===== config.mk =====
export PLATFORM = sky130hd
export DESIGN_NAME = ft_test_engine
export DESIGN_NICKNAME = d
export VERILOG_FILES = /design/src/rtl/ft_test_pkg.sv /design/src/rtl/ft_pattern_gen.sv /design/src/rtl/ft_test_engine.sv
export SDC_FILE = /design/constraint.sdc
export NUM_CORES = 1
export LEC_CHECK = 0
export CORE_MARGIN = 2
export CORE_UTILIZATION = 57
export DETAILED_ROUTE_END_ITERATION = 10
export HOLD_SLACK_MARGIN = 0.15
export PLACE_DENSITY = 0.84
export SLEW_MARGIN = 20
export SYNTH_ARGS = -nofsm -noshare
export SYNTH_HDL_FRONTEND = slang
export SYNTH_SLANG_ARGS = --single-unit

===== constraint.sdc =====
create_clock -name sys_clk -period 7.8 [get_ports sys_clk]
set_input_delay 1.56 -clock sys_clk [delete_from_list [all_inputs] [get_ports sys_clk]]
set_output_delay 1.56 -clock sys_clk [all_outputs]
set_load 0.05 [all_outputs]

===== src/rtl/ft_test_pkg.sv =====
// ft_test_pkg: shared states, command codes, frame markers, result words and LFSR taps
package ft_test_pkg;
  typedef enum logic [2:0] {CMD_WAIT, CMD_READ, CMD_PARSE, TX_TEST, RX_TEST, RX_REPORT, STAT_SEND} state_t;
  typedef enum logic [1:0] {MODE_INC, MODE_LFSR, MODE_WALK, MODE_INC3} mode_t;
  localparam logic [7:0] FRAME_PREFIX = 8'hAA;
  localparam logic [7:0] FRAME_SUFFIX = 8'h55;
  localparam logic [15:0] CODE_TX = 16'hBEEF;
  localparam logic [15:0] CODE_RX = 16'hCAFE;
  localparam logic [15:0] CODE_LED = 16'h1ED0;
  localparam logic [15:0] CODE_MODE = 16'h0DE5;
  localparam logic [15:0] CODE_STAT = 16'h57A7;
  localparam logic [7:0] WORD_PASS = 8'h42;
  localparam logic [7:0] WORD_FAIL = 8'hEE;
  localparam logic [31:0] LFSR_TAPS_8 = 32'h0000_00B8;
  localparam logic [31:0] LFSR_TAPS_16 = 32'h0000_B400;
  localparam logic [31:0] LFSR_TAPS_32 = 32'h8020_0003;
  function automatic logic [31:0] lfsr_taps(input int w);
    return w == 8 ? LFSR_TAPS_8 : w == 16 ? LFSR_TAPS_16 : LFSR_TAPS_32;
  endfunction
endpackage


===== src/rtl/ft_pattern_gen.sv =====
// ft_pattern_gen: pattern register with seed load and per-mode advance
module ft_pattern_gen
  import ft_test_pkg::*;
#(
  parameter int DATA_W = 8
) (
  input  logic              clk,
  input  logic              rst,
  input  logic              load,
  input  logic              adv,
  input  mode_t             mode,
  input  logic [DATA_W-1:0] seed,
  output logic [DATA_W-1:0] value
);
  localparam logic [DATA_W-1:0] TAPS = DATA_W'(lfsr_taps(DATA_W));
  logic [DATA_W-1:0] value_q, value_d, seed_fix, nxt;
  // LFSR and walking-ones would lock up on zero, so a zero seed becomes 1 for them
  always_comb begin
    seed_fix = (mode == MODE_LFSR || mode == MODE_WALK) && seed == '0 ? DATA_W'(1) : seed;
    nxt = mode == MODE_LFSR ? (value_q >> 1) ^ (value_q[0] ? TAPS : '0) :
          mode == MODE_WALK ? {value_q[DATA_W-2:0], value_q[DATA_W-1]} : value_q + DATA_W'(1);
    value_d = load ? seed_fix : adv ? nxt : value_q;
  end
  // pattern state register
  always_ff @(posedge clk or posedge rst)
    if (rst) value_q <= DATA_W'(1);
    else value_q <= value_d;
  assign value = value_q;
endmodule


===== src/rtl/ft_test_engine.sv =====
// ft_test_engine: FIFO command parser driving TX/RX pattern tests, LED and status reports
module ft_test_engine
  import ft_test_pkg::*;
#(
  parameter int DATA_W = 8,
  parameter int LED_W = 4,
  parameter int CNT_W = 32
) (
  input  logic              sys_clk,
  input  logic              sys_rst,
  input  logic              rxfifo_empty,
  output logic              rxfifo_rd,
  input  logic              rxfifo_valid,
  input  logic [DATA_W-1:0] rxfifo_data,
  input  logic              txfifo_full,
  output logic              txfifo_wr,
  output logic [DATA_W-1:0] txfifo_data,
  output logic [LED_W-1:0]  led,
  output logic              busy
);
  state_t state_q, state_d;
  mode_t mode_q, mode_d;
  logic [63:0] win_q, win_d;
  logic [DATA_W-1:0] seed_q, seed_d, txd_q, txd_d, tx_val, rx_val, cur_w, nxt_w;
  logic [LED_W-1:0] led_q, led_d;
  logic [CNT_W-1:0] cnt_q, cnt_d, n_q, n_d, iss_q, iss_d, err_q, err_d;
  logic [31:0] err_w;
  logic [1:0] idx_n;
  logic wr_q, wr_d, rd, last, frame_ok, tx_load, tx_adv, rx_load, rx_adv;
  ft_pattern_gen #(.DATA_W(DATA_W)) u_tx_gen (
    .clk(sys_clk), .rst(sys_rst), .load(tx_load), .adv(tx_adv), .mode(mode_q), .seed(seed_q), .value(tx_val)
  );
  ft_pattern_gen #(.DATA_W(DATA_W)) u_rx_gen (
    .clk(sys_clk), .rst(sys_rst), .load(rx_load), .adv(rx_adv), .mode(mode_q), .seed(seed_q), .value(rx_val)
  );
  // Window is little-endian in arrival order: first byte (prefix) ends up at [7:0].
  // The TX generator runs one word ahead of txfifo_data, so its value is always the next word.
  always_comb begin
    state_d = state_q;
    win_d = win_q;
    mode_d = mode_q;
    seed_d = seed_q;
    led_d = led_q;
    wr_d = wr_q;
    txd_d = txd_q;
    cnt_d = cnt_q;
    n_d = n_q;
    iss_d = iss_q;
    err_d = err_q;
    rd = 1'b0;
    tx_load = 1'b0;
    tx_adv = 1'b0;
    rx_load = 1'b0;
    rx_adv = 1'b0;
    frame_ok = win_q[7:0] == FRAME_PREFIX && win_q[63:56] == FRAME_SUFFIX;
    err_w = 32'(err_q);
    idx_n = cnt_q[1:0] + 2'd1;
    cur_w = state_q == RX_REPORT ? (err_q == '0 ? DATA_W'(WORD_PASS) : DATA_W'(WORD_FAIL)) :
            state_q == STAT_SEND ? DATA_W'(err_w[{cnt_q[1:0], 3'b000} +: 8]) : tx_val;
    nxt_w = state_q == STAT_SEND ? DATA_W'(err_w[{idx_n, 3'b000} +: 8]) : tx_val;
    last = state_q == RX_REPORT || (state_q == STAT_SEND ? cnt_q[1:0] == 2'd3 : cnt_q == n_q - CNT_W'(1));
    case (state_q)
      CMD_WAIT: begin
        rd = !rxfifo_empty;
        if (rd) state_d = CMD_READ;
      end
      CMD_READ:
        if (rxfifo_valid) begin
          win_d = {rxfifo_data[7:0], win_q[63:8]};
          state_d = CMD_PARSE;
        end
      CMD_PARSE: begin
        state_d = CMD_WAIT;
        if (frame_ok) begin
          win_d = '0;
          cnt_d = '0;
          iss_d = '0;
          n_d = win_q[24 +: CNT_W];
          case (win_q[23:8])
            CODE_TX: begin
              tx_load = 1'b1;
              if (n_d != '0) state_d = TX_TEST;
            end
            CODE_RX: begin
              rx_load = 1'b1;
              err_d = '0;
              state_d = n_d == '0 ? RX_REPORT : RX_TEST;
            end
            CODE_LED: led_d = win_q[24 +: LED_W];
            CODE_MODE: begin
              mode_d = mode_t'(win_q[25:24]);
              seed_d = win_q[24 +: DATA_W];
            end
            CODE_STAT: state_d = STAT_SEND;
            default: ;
          endcase
        end
      end
      RX_TEST: begin
        rd = !rxfifo_empty && iss_q != n_q;
        if (rd) iss_d = iss_q + CNT_W'(1);
        if (rxfifo_valid) begin
          rx_adv = 1'b1;
          cnt_d = cnt_q + CNT_W'(1);
          if (rxfifo_data != rx_val && err_q != '1) err_d = err_q + CNT_W'(1);
          if (cnt_q == n_q - CNT_W'(1)) state_d = RX_REPORT;
        end
      end
      TX_TEST, RX_REPORT, STAT_SEND:
        if (!wr_q) begin
          wr_d = 1'b1;
          txd_d = cur_w;
          tx_adv = state_q == TX_TEST;
        end else if (!txfifo_full) begin
          if (last) begin
            wr_d = 1'b0;
            state_d = CMD_WAIT;
          end else begin
            txd_d = nxt_w;
            cnt_d = cnt_q + CNT_W'(1);
            tx_adv = state_q == TX_TEST;
          end
        end
      default: state_d = CMD_WAIT;
    endcase
  end
  // state and datapath registers
  always_ff @(posedge sys_clk or posedge sys_rst)
    if (sys_rst) begin
      state_q <= CMD_WAIT;
      win_q <= '0;
      mode_q <= MODE_INC;
      seed_q <= DATA_W'(1);
      led_q <= '0;
      wr_q <= 1'b0;
      txd_q <= '0;
      cnt_q <= '0;
      n_q <= '0;
      iss_q <= '0;
      err_q <= '0;
    end else begin
      state_q <= state_d;
      win_q <= win_d;
      mode_q <= mode_d;
      seed_q <= seed_d;
      led_q <= led_d;
      wr_q <= wr_d;
      txd_q <= txd_d;
      cnt_q <= cnt_d;
      n_q <= n_d;
      iss_q <= iss_d;
      err_q <= err_d;
    end
  assign rxfifo_rd = rd && !sys_rst;
  assign txfifo_wr = wr_q;
  assign txfifo_data = txd_q;
  assign led = led_q;
  assign busy = state_q != CMD_WAIT;
endmodule


==> impl_metrics.json, run 1 <==
{
  "status": "complete, no violations",
  "drtPass1Iterations": 5,
  "vias_per_cell": 6.43,
  "finalWorstSetupSlack_ns": 2.79,
  "synth_mux_area_share_pct": 7.68,
  "final.min_clock_period_ns": 5.01,
  "start_util_pct": 58.3,
  "fin_skew_ns": 0.0203,
  "wl_um": 35800,
  "area_growth_pct": 9.22,
  "synthFlopType": "dfrtp_1",
  "cp-end-kind": "output pin",
  "r2r-start": "n_q[2]$_DFFE_PP0P_",
  "ir_drop_uv": 292,
  "layout.cells.non_filler": 1835,
  "synthXorXnorAreaFrac_pct": 9.16,
  "synth_common_cells": "230 x dfrtp_1, 214 x nand2_1, 136 x o21ai_0",
  "h-tree-depth": 1,
  "fmax_ghz": 0.200,
  "synthAdderAreaFrac_pct": 0.818,
  "synth_compound_gate_area_share_pct": 12.5,
  "path_clk_slew_ns": 0.06,
  "rows": 56,
  "grt_pass1_wl_um": 59400,
  "ys_ff_latch": 233,
  "postSynthAreaPerCell_um2": 8.97,
  "busiest_layer": "met2",
  "wl_per_cell_um": 19.5,
  "rsz0062_at_grt": "no",
  "multiInputGateArea_mm2": 0.00743,
  "die_h_um": 159,
  "fill_cells": 1894,
  "finalHoldViolations": 0,
  "drc": 0,
  "synth-simple-area-share_pct": 23.5,
  "synth_area_leader_cell": "dfrtp_1",
  "yosysWarnings": 0,
  "reg2reg_slack_ns": 3.10,
  "power.density_mw_per_mm2": 250,
  "antenna_cells": 0,
  "place_hpwl_um": 24300,
  "worstPathArrival_ns": 3.45,
  "startpoint_type": "input port",
  "die_area_mm2": 0.0254,
  "gp_congestion": 0.941,
  "synthTopCellsByArea": "dfrtp_1 42%, nand2_1 5.8%, o21ai_0 4.9%",
  "ctsResizeCount": 0,
  "worst_pin_slew_ns": 1.08,
  "whs_ns": 0.503,
  "cts_buffers": 25,
  "syn_area_mm2": 0.0138,
  "min_period_over_period_pct": 64.3,
  "crit_required_ns": 6.24,
  "register_area_mm2": 0.00583,
  "grt_max_degree": 179,
  "dp_cells": 1788,
  "clock-sinks": 233,
  "synth_edf_count": 0,
  "grt.total_usage_pct": 28.2,
  "num_vias": 11800,
  "clock_latency_ns": 0.55,
  "ant_nets": 0,
  "drtIter0Drc": 1157,
  "crit_end": "rxfifo_rd",
  "ys_seq_area_share_pct": 42.4,
  "cts_hold_buf": 0,
  "rr_endpoint": "cnt_q[26]$_DFFE_PP0P_",
  "power_mw": 3.77,
  "placed_cell_area_mm2": 0.0141,
  "cp_max_fo": 3,
  "synth_top_area_share_pct": 41.8,
  "synth.distinct_cells": 72,
  "postCtsSetupBuffers": 0,
  "cellLeakagePower_nw": 6.55,
  "hold_path.class": "reg2reg",
  "synth.most_common_cell": "dfrtp_1",
  "ioPinCount": 28,
  "maxCapViolCount": 0,
  "clockBufferDepth": 3,
  "drive_gt1_share_pct": 9.63,
  "reg2reg_depth": 9,
  "startpoint": "rxfifo_empty",
  "synthCells": 1535,
  "async_reset_ff_share_pct": 100,
  "overflow": 0,
  "core_mm2": 0.0236,
  "slew_viol_final": 0,
  "hp-start": "txfifo_data[2]$_DFFE_PP0P_",
  "dp_slack_ns": 2.78,
  "post-route-util_pct": 63.7,
  "cts-root-buf": "clkbuf_16",
  "crit_type": "in2out",
  "slew_headroom_pct": 28.2,
  "cts_tree": "yes",
  "finalInstanceArea_mm2": 0.0150,
  "nets": 1519,
  "met3_usage_pct": 3.26,
  "numPortBuffers": 27,
  "synthesis.nets": 1557,
  "grt_pass1_vias": 11400,
  "grt_util_met2_pct": 47.0,
  "synth_top_family_by_area": "simple AND/OR/NAND/NOR gates",
  "fp.dieW_um": 159,
  "antenna_found_initial": 0,
  "finalSetupViolCount": 0,
  "grt_use_met1_pct": 38.6,
  "tns_ns": 0
}
## critical path, stage by stage
cell	delay, ns
clkdlybuf4s50_1	0.45
nor2_1	0.22
nand2_1	0.12
a21oi_1	0.24
clkdlybuf4s50_1	0.86
## layout make-up
cell class | instances | area share (%)
Clock buffer | 39 | 4.97
Clock inverter | 7 | 0.848
Inverter | 33 | 0.848
Multi-Input combinational cell | 1167 | 49.4
Sequential cell | 233 | 38.8
Tap cell | 319 | 2.65
Timing Repair Buffer | 37 | 2.51
## layout by cell type (no fill, tap or decap), types with 5 or more instances in the layout
cell type	Yosys	routed
nand4_1	33	33
mux4_2	16	16
nand3_1	45	45
nor2_1	121	120
and3_1	31	31
clkdlybuf4s50_1	0	27
xnor2_1	70	70
ha_1	9	9
dfrtp_1	230	230
or3_1	31	31
a211oi_1	5	5
buf_4	4	8
nand4b_1	9	9
o211ai_1	7	7
clkbuf_16	0	25
nor2b_1	10	10
nand2b_1	6	5
o31ai_1	16	16
mux2_2	53	53
nor3b_1	5	5
or4_1	12	12
nand2_1	214	214
o21ai_1	9	9
clkbuf_8	0	7
nor4_1	41	40
or2_2	7	6
o21a_1	9	9
clkbuf_1	84	7
inv_1	33	32
xor2_1	74	73
o21ai_0	136	136
a21oi_1	61	61
nor4bb_1	10	10
and2_1	5	5
mux2i_1	10	10
o22ai_1	8	8
nor3_1	37	36
and4_1	8	8
## per-layer routing
layer | routed length, µm | part of all wire, %
met1 | 14800 | 41
met4 | 1380 | 3.9
met5 | 0 | 0
met3 | 2330 | 6.5
met2 | 17200 | 48
## flip-flops by register name, indices dropped and copies added, names as in the netlist
signal / flops
mode_q: 1
txfifo_wr: 1
seed_q: 8
win_q: 64
u_rx_gen.value: 8
led: 4
iss_q: 32
n_q: 32
state_q: 3
cnt_q: 32
u_tx_gen.value: 8
err_q: 32
txfifo_data: 8
## cell families after synthesis
logic type      Yosys count
flops                   233
buf+inv                 135
fa+ha+maj                 9
simple gates            643
mux                      79
xor+xnor                144
compound gates          292
## worst min path at each step
stage,slack (ns),cells past startpoint,endpoint
detailed placement,0.49,2,win_q[5]$_DFFE_PP0P_
global route,0.53,2,seed_q[0]$_DFFE_PP1P_
floorplan,0.45,2,win_q[1]$_DFFE_PP0P_
CTS,0.51,1,txfifo_data[2]$_DFFE_PP0P_
global placement,0.48,2,win_q[1]$_DFFE_PP0P_
finish,0.50,1,txfifo_data[2]$_DFFE_PP0P_
## report_power, final
part | internal, mW | switching [mW]
sequential | 1.39 | 0.302
combinational | 0.333 | 0.480
clock | 0.761 | 0.498
total | 2.49 | 1.28
(Power assumes the default switching activity.)
==> run 2, diff against run 1 <==
- CORE_UTILIZATION: 57 -> 63
- PLACE_DENSITY: 0.84 -> 0.88
- clock period: 7.8 -> 4.65 ns (I/O delays scaled with it)
==> impl_metrics.json, run 2 (synthesis gave the netlist of run 1 again) <==
{
  "clock-sinks": 233,
  "clockBufferDepth": 3,
  "numPortBuffers": 27,
  "area_growth_pct": 9.55,
  "wl_per_cell_um": 20.0,
  "cts_hold_buf": 0,
  "wl_um": 36200,
  "crit_slowest_cell": "or4_4",
  "gp_congestion": 0.989,
  "drive_gt1_share_pct": 10.0,
  "postCtsSetupBuffers": 0,
  "place_hpwl_um": 24900,
  "slew_headroom_pct": 30.4,
  "critPathTopFamily": "simple AND/OR/NAND/NOR gates",
  "hold_depth": 2,
  "rsz0062_at_grt": "no",
  "ir_drop_uv": 383,
  "fin_skew_ns": 0.0321,
  "cp-end-kind": "register",
  "rows": 54,
  "slew_viol_final": 0,
  "antenna_found_initial": 0,
  "antenna_cells": 0,
  "layout.cells.most_common": "dfrtp_1",
  "crit_required_ns": 5.09,
  "clock_latency_ns": 0.56,
  "largest_register_ffs": 64,
  "cts_tree": "yes",
  "cp.depth": 9,
  "fp.dieW_um": 152,
  "die_area_mm2": 0.0231,
  "drtPass1Iterations": 5,
  "crit_top_cell": "or4_4",
  "vias_per_cell": 6.53,
  "worst_pin_slew_ns": 1.04,
  "cts_buffers": 26,
  "finalHoldViolations": 0,
  "startpoint_type": "register",
  "status": "complete, no violations",
  "worstPathArrival_ns": 4.49,
  "power.density_mw_per_mm2": 422,
  "grt_pass1_wl_um": 59200,
  "cts-root-buf": "clkbuf_16",
  "ant_nets": 0,
  "final.min_clock_period_ns": 4.05,
  "finalSetupViolCount": 0,
  "top_register": "win_q",
  "nets": 1530,
  "path_clk_slew_ns": 0.06,
  "crit_chain": "or4_4 -> or4_4 -> or4_1 -> a21oi_1 -> nand4b_1 -> nor4_2 -> o22ai_1 -> and2_0 -> nor3_1",
  "final_cell_mix": "230 x dfrtp_1, 214 x nand2_1, 136 x o21ai_0",
  "drc": 0,
  "cp_max_fo": 12,
  "maxCapViolCount": 0,
  "num_vias": 11800,
  "reg2reg_depth": 9,
  "power_mw": 6.37,
  "path_buf_inv": 0,
  "core_mm2": 0.0216,
  "crit_type": "reg2reg",
  "overflow": 0,
  "h-tree-depth": 1,
  "grt_max_degree": 131,
  "start_util_pct": 63.7,
  "drtIter0Drc": 1241,
  "min_period_over_period_pct": 87.1,
  "hold_path.class": "reg2reg",
  "slowest_delay_ns": 0.60,
  "grt.total_usage_pct": 30.9,
  "grt_pass1_vias": 11300,
  "fmax_ghz": 0.247,
  "ioPinCount": 28,
  "tns_ns": 0,
  "cellLeakagePower_nw": 6.62,
  "die_h_um": 152,
  "ctsResizeCount": 0
}
==> run 2: changes by cell type in the layout (fill, tap and decap cells not counted) <==
cell        change
buf_4           +9
nor3_2          +1
inv_16          -1
clkinv_2        -1
clkbuf_16       +1
clkbuf_8        -1
clkinvlp_4      -1
clkbuf_1        +3
xor2_1          +1
buf_12          +1
nor3_4          -1
xor2_2          -1
clkinv_16       +1
==> run 2: cell type report <==
class | instances | area [µm²]
Multi-Input combinational cell | 1167 | 7410
Clock buffer | 42 | 771
Clock inverter | 5 | 125
Sequential cell | 233 | 5830
Fill cell | 1554 | 6530
Inverter | 33 | 128
Tap cell | 280 | 350
Timing Repair Buffer | 47 | 465
==> run 2: worst register-to-register path, cell delays in order (launching register included) <==
cell	delay [ns]
dfrtp_1	0.49
or4_4	0.59
or4_4	0.60
or4_1	0.52
a21oi_1	0.14
nand4b_1	0.14
nor4_2	0.53
o22ai_1	0.45
and2_0	0.28
nor3_1	0.19
==> run 2: metal layers <==
| layer | global-route usage [%] | vias up | part of all wire (%) |
|---|---|---|---|
| li1 | - | 5390 | - |
| met1 | 42.2 | 5708 | 40 |
| met2 | 49.8 | 572 | 47 |
| met3 | 4.82 | 128 | 7.9 |
| met4 | 13.0 | 0 | 4.8 |
| met5 | 0 | - | 0 |
==> run 2: per-stage QoR <==
stage	util [%]	hold WS [ns]	cells	setup WS, ns	area (µm²)
3_5_place_dp	65.5	0.484	1759	0.681	14200
6_report	69.8	0.492	1807	0.601	15100
2_1_floorplan	-	0.454	1535	0.673	13800
5_1_grt	69.8	0.526	1807	0.330	15100
4_1_cts	69.7	0.496	1806	0.649	15100
3_3_place_gp	65.5	0.470	1759	0.767	14200
==> run 2: worst paths after layout <==
| check | start | endpoint | slack [ns] |
|---|---|---|---|
| setup / recovery | n_q[2]$_DFFE_PP0P_ | u_tx_gen.value[6]$_DFFE_PP0P_ | 0.60 |
| hold / removal | win_q[1]$_DFFE_PP0P_ | win_q[1]$_DFFE_PP0P_ | 0.49 |
| setup reg to reg | n_q[2]$_DFFE_PP0P_ | u_tx_gen.value[6]$_DFFE_PP0P_ | 0.60 |
| hold reg to reg | win_q[1]$_DFFE_PP0P_ | win_q[1]$_DFFE_PP0P_ | 0.49 |
| max in group asynchronous | sys_rst | seed_q[1]$_DFFE_PP0P_ | 3.03 |
| min in group asynchronous | sys_rst | iss_q[13]$_DFFE_PP0P_ | 0.96 |
==> run 2: where the power goes <==
group,switching [mW],internal [mW],total [mW]
registers,0.464,2.34,2.80
clock network,0.835,1.30,2.13
logic,0.861,0.570,1.43
==> edit, RTL diff (config.mk and constraints of run 2) <==
Make the reset (`rst` and `sys_rst`) synchronous in 2 clocked blocks.
--- a/src/rtl/ft_pattern_gen.sv
+++ b/src/rtl/ft_pattern_gen.sv
@@ -22,7 +22,7 @@
     value_d = load ? seed_fix : adv ? nxt : value_q;
   end
   // pattern state register
-  always_ff @(posedge clk or posedge rst)
+  always_ff @(posedge clk)
     if (rst) value_q <= DATA_W'(1);
     else value_q <= value_d;
   assign value = value_q;
--- a/src/rtl/ft_test_engine.sv
+++ b/src/rtl/ft_test_engine.sv
@@ -125,7 +125,7 @@
     endcase
   end
   // state and datapath registers
-  always_ff @(posedge sys_clk or posedge sys_rst)
+  always_ff @(posedge sys_clk)
     if (sys_rst) begin
       state_q <= CMD_WAIT;
       win_q <= '0;
Formal check against the unedited RTL: differs if sys_rst is asserted again (counterexample within 4 cycles, from zero or initial values and one cycle with sys_rst high); with sys_rst held inactive, the same outputs for 10 cycles.
==> edit against run 2 <==
  * Core utilization increased by 0.24 points
  * Total power down 19%
  * Worst hold slack worse by 0.016 ns
  * First-iteration DRC count increased by 6.9%
  * Cell area down 5.8%
  * Worst setup slack improved by 0.21 ns
  * Routed wire length up 0.10%
  * Count of clock-buffer cells in the layout decreased by 11
  * Global-route usage rose by 1.6 points
  * Area after synthesis decreased by 4.9%
  * Die area shrank 4.8%
  * Sequential cell count unchanged
  * Largest power group unchanged
==> edit: results (changes against run 2) <==
- Top FF cell, synth: dfxtp_1 (was dfrtp_1)
- Count of cell types in the netlist: 84 (was 72)
- Final hold viol count: 0 (unchanged)
- Register area share after synthesis: 35.6% (was 42.4%)
- Run status: finished clean (unchanged)
- Longest Clk Path Bufs: 3 (unchanged)
- Reg2reg start: n_q[0]$_SDFFE_PP0P_ (was n_q[2]$_DFFE_PP0P_)
- Nets: 1,613 (was 1,530)
- Hold worst-path end: txfifo_data[0]$_SDFFE_PP0P_ (was win_q[1]$_DFFE_PP0P_)
- DR WL/cell: 19.3 um (was 20.0 um)
- Net Sw Frac: 31.1% (was 33.9%)
- Post-synth net total: 1,650 (was 1,557)
- Post-Place Setup Slack: 0.891 ns (was 0.681 ns)
- Routed wire length: 36,300 um (was 36,200 um)
- TritonCTS buffer count: 24 (was 26)
- Root buffer cell: clkbuf_16 (unchanged)
- Worst Path Max Fanout: 38 (was 12)
- I/O Buffers: 27 (unchanged)
- Tot GR Track Use: 32.6% (was 30.9%)
- Hold path cells: 2 (unchanged)
- Clock transition at path regs: 0.06 ns (about the same)
- Dpl hpwl: 24,700 um (was 24,900 um)
- VDD IR-drop max: 363 uV (was 383 uV)
- Iter 0 DRT Violations: 1,327 (was 1,241)
- R2R Path End: cnt_q[4]$_SDFFE_PP0P_ (was u_tx_gen.value[6]$_DFFE_PP0P_)
- Most common library cells after synthesis: dfxtp_1, nor2_1, nand2_1 (was dfrtp_1, nand2_1, o21ai_0)
- FFs w/ async S/R, synth: 0% (was 100%)
- R2R depth: 12 (was 9)
- Vias in the first global route: 11,900 (was 11,300)
- Mean Syn Cell Area: 8.04 um^2 (was 8.97 um^2)
- Layout cell share with drive strength beyond 1: 8.08% (was 10.0%)
- Drt first pass iters: 7 (was 5)
- Area delta synth->final: 8.56% (was 9.55%)
- Final Wtd Congestion: 0.973 (was 0.989)
- Largest net degree at the start of global routing: 118 (was 131)
- Clock skew: 0.0310 ns (was 0.0321 ns)
- R2R Setup Slk: 0.81 ns (was 0.60 ns)
- H-tree depth: 1 (unchanged)
- Static leakage power: 0.00492 uW (was 0.00662 uW)
- Post-Place Cells: 1,835 (was 1,759)
- Fill count: 1,603 (was 1,554)
- Max-slew headroom: 27.9% (was 30.4%)
- Area contributors post-synth: dfxtp_1, nor2_1, nand2_1 (was dfrtp_1, nand2_1, o21ai_0)
- Post-cts resize count: 0 (unchanged)
- Yosys warns: 0 (unchanged)
- Min-Delay Startpoint: txfifo_data[0]$_SDFFE_PP0P_ (was win_q[1]$_DFFE_PP0P_)
- Vias per inst: 6.69 (was 6.53)
- Critical path arrival: 4.25 ns (was 4.49 ns)
- First-pass GRT wire length: 59,400 um (was 59,200 um)
- Initial antenna violation count: 0 (unchanged)
- Max reg flops: 64 (unchanged)
- Worst-skew pair later-pin latency: 0.55 ns
[edit: routing by layer]
| layer | GRT usage, % | share of wire (%) | up-vias |
|---|---|---|---|
| met5 | 0 | 0 | - |
| li1 | - | - | 5802 |
| met4 | 14.3 | 4.1 | 0 |
| met3 | 5.55 | 8.8 | 129 |
| met1 | 43.0 | 40 | 5993 |
| met2 | 52.6 | 47 | 642 |
[edit: cell type report]
class,instances,area (um^2),area share [%]
inverter,44,165,1.16
timing repair buffer,47,419,2.95
multi-input combinational,1241,7800,54.9
clock buffer,31,657,4.62
tap,270,338,2.38
clock inverter,13,170,1.20
sequential,233,4660,32.8
[edit: metrics by stage]
step	utilization [%]	total power, uW	hold WS (ns)	area [um^2]
global placement	65.9	3150	0.452	13400
CTS	70.0	5170	0.473	14200
global route	70.0	5370	0.514	14200
finish	70.0	5180	0.476	14200
floorplan	-	2930	0.438	13100
detailed placement	65.9	3180	0.456	13400
[edit: cell families after synthesis]
group	after synthesis	share of synthesized area (%)
AOI/OAI and AO/OA	363	18.6
xor gates and xnor gates	138	9.23
adders and majority gates	9	0.860
buffers and inverters	154	5.02
DFF	233	35.6
muxes	25	3.44
and+or+nand+nor	706	27.2
[edit: how the worst max path moves through the flow]
stage / from / end / slack (ns) / depth (start not counted)
2_1_floorplan: sys_rst / rxfifo_rd / 1.32 / 5
3_3_place_gp: n_q[0]$_SDFFE_PP0P_ / u_tx_gen.value[1]$_SDFFE_PP0P_ / 1.02 / 11
3_5_place_dp: n_q[0]$_SDFFE_PP0P_ / cnt_q[4]$_SDFFE_PP0P_ / 0.89 / 12
4_1_cts: n_q[0]$_SDFFE_PP0P_ / cnt_q[4]$_SDFFE_PP0P_ / 0.87 / 12
5_1_grt: n_q[0]$_SDFFE_PP0P_ / u_tx_gen.value[1]$_SDFFE_PP0P_ / 0.42 / 11
6_report: n_q[0]$_SDFFE_PP0P_ / cnt_q[4]$_SDFFE_PP0P_ / 0.81 / 12
[edit: power by group through the flow]
stage	registers [uW]	clock network [uW]	logic (uW)
floorplan	2240	0	689
global placement	2220	0	930
detailed placement	2220	0	954
CTS	2180	2030	960
global route	2200	2110	1060
finish	2190	2010	978
[edit: worst max-delay path, cell delays in order, from the launching register on]
cell and delay, ns:
dfxtp_1 0.42, inv_1 0.10, ha_1 0.24, nor3b_2 0.42, a21oi_1 0.12, or4_1 0.44, nor4b_1 0.38, nor4b_2 0.31
nand4_1 0.32, a211oi_4 0.27, buf_4 0.37, o211ai_1 0.16, o41ai_1 0.13
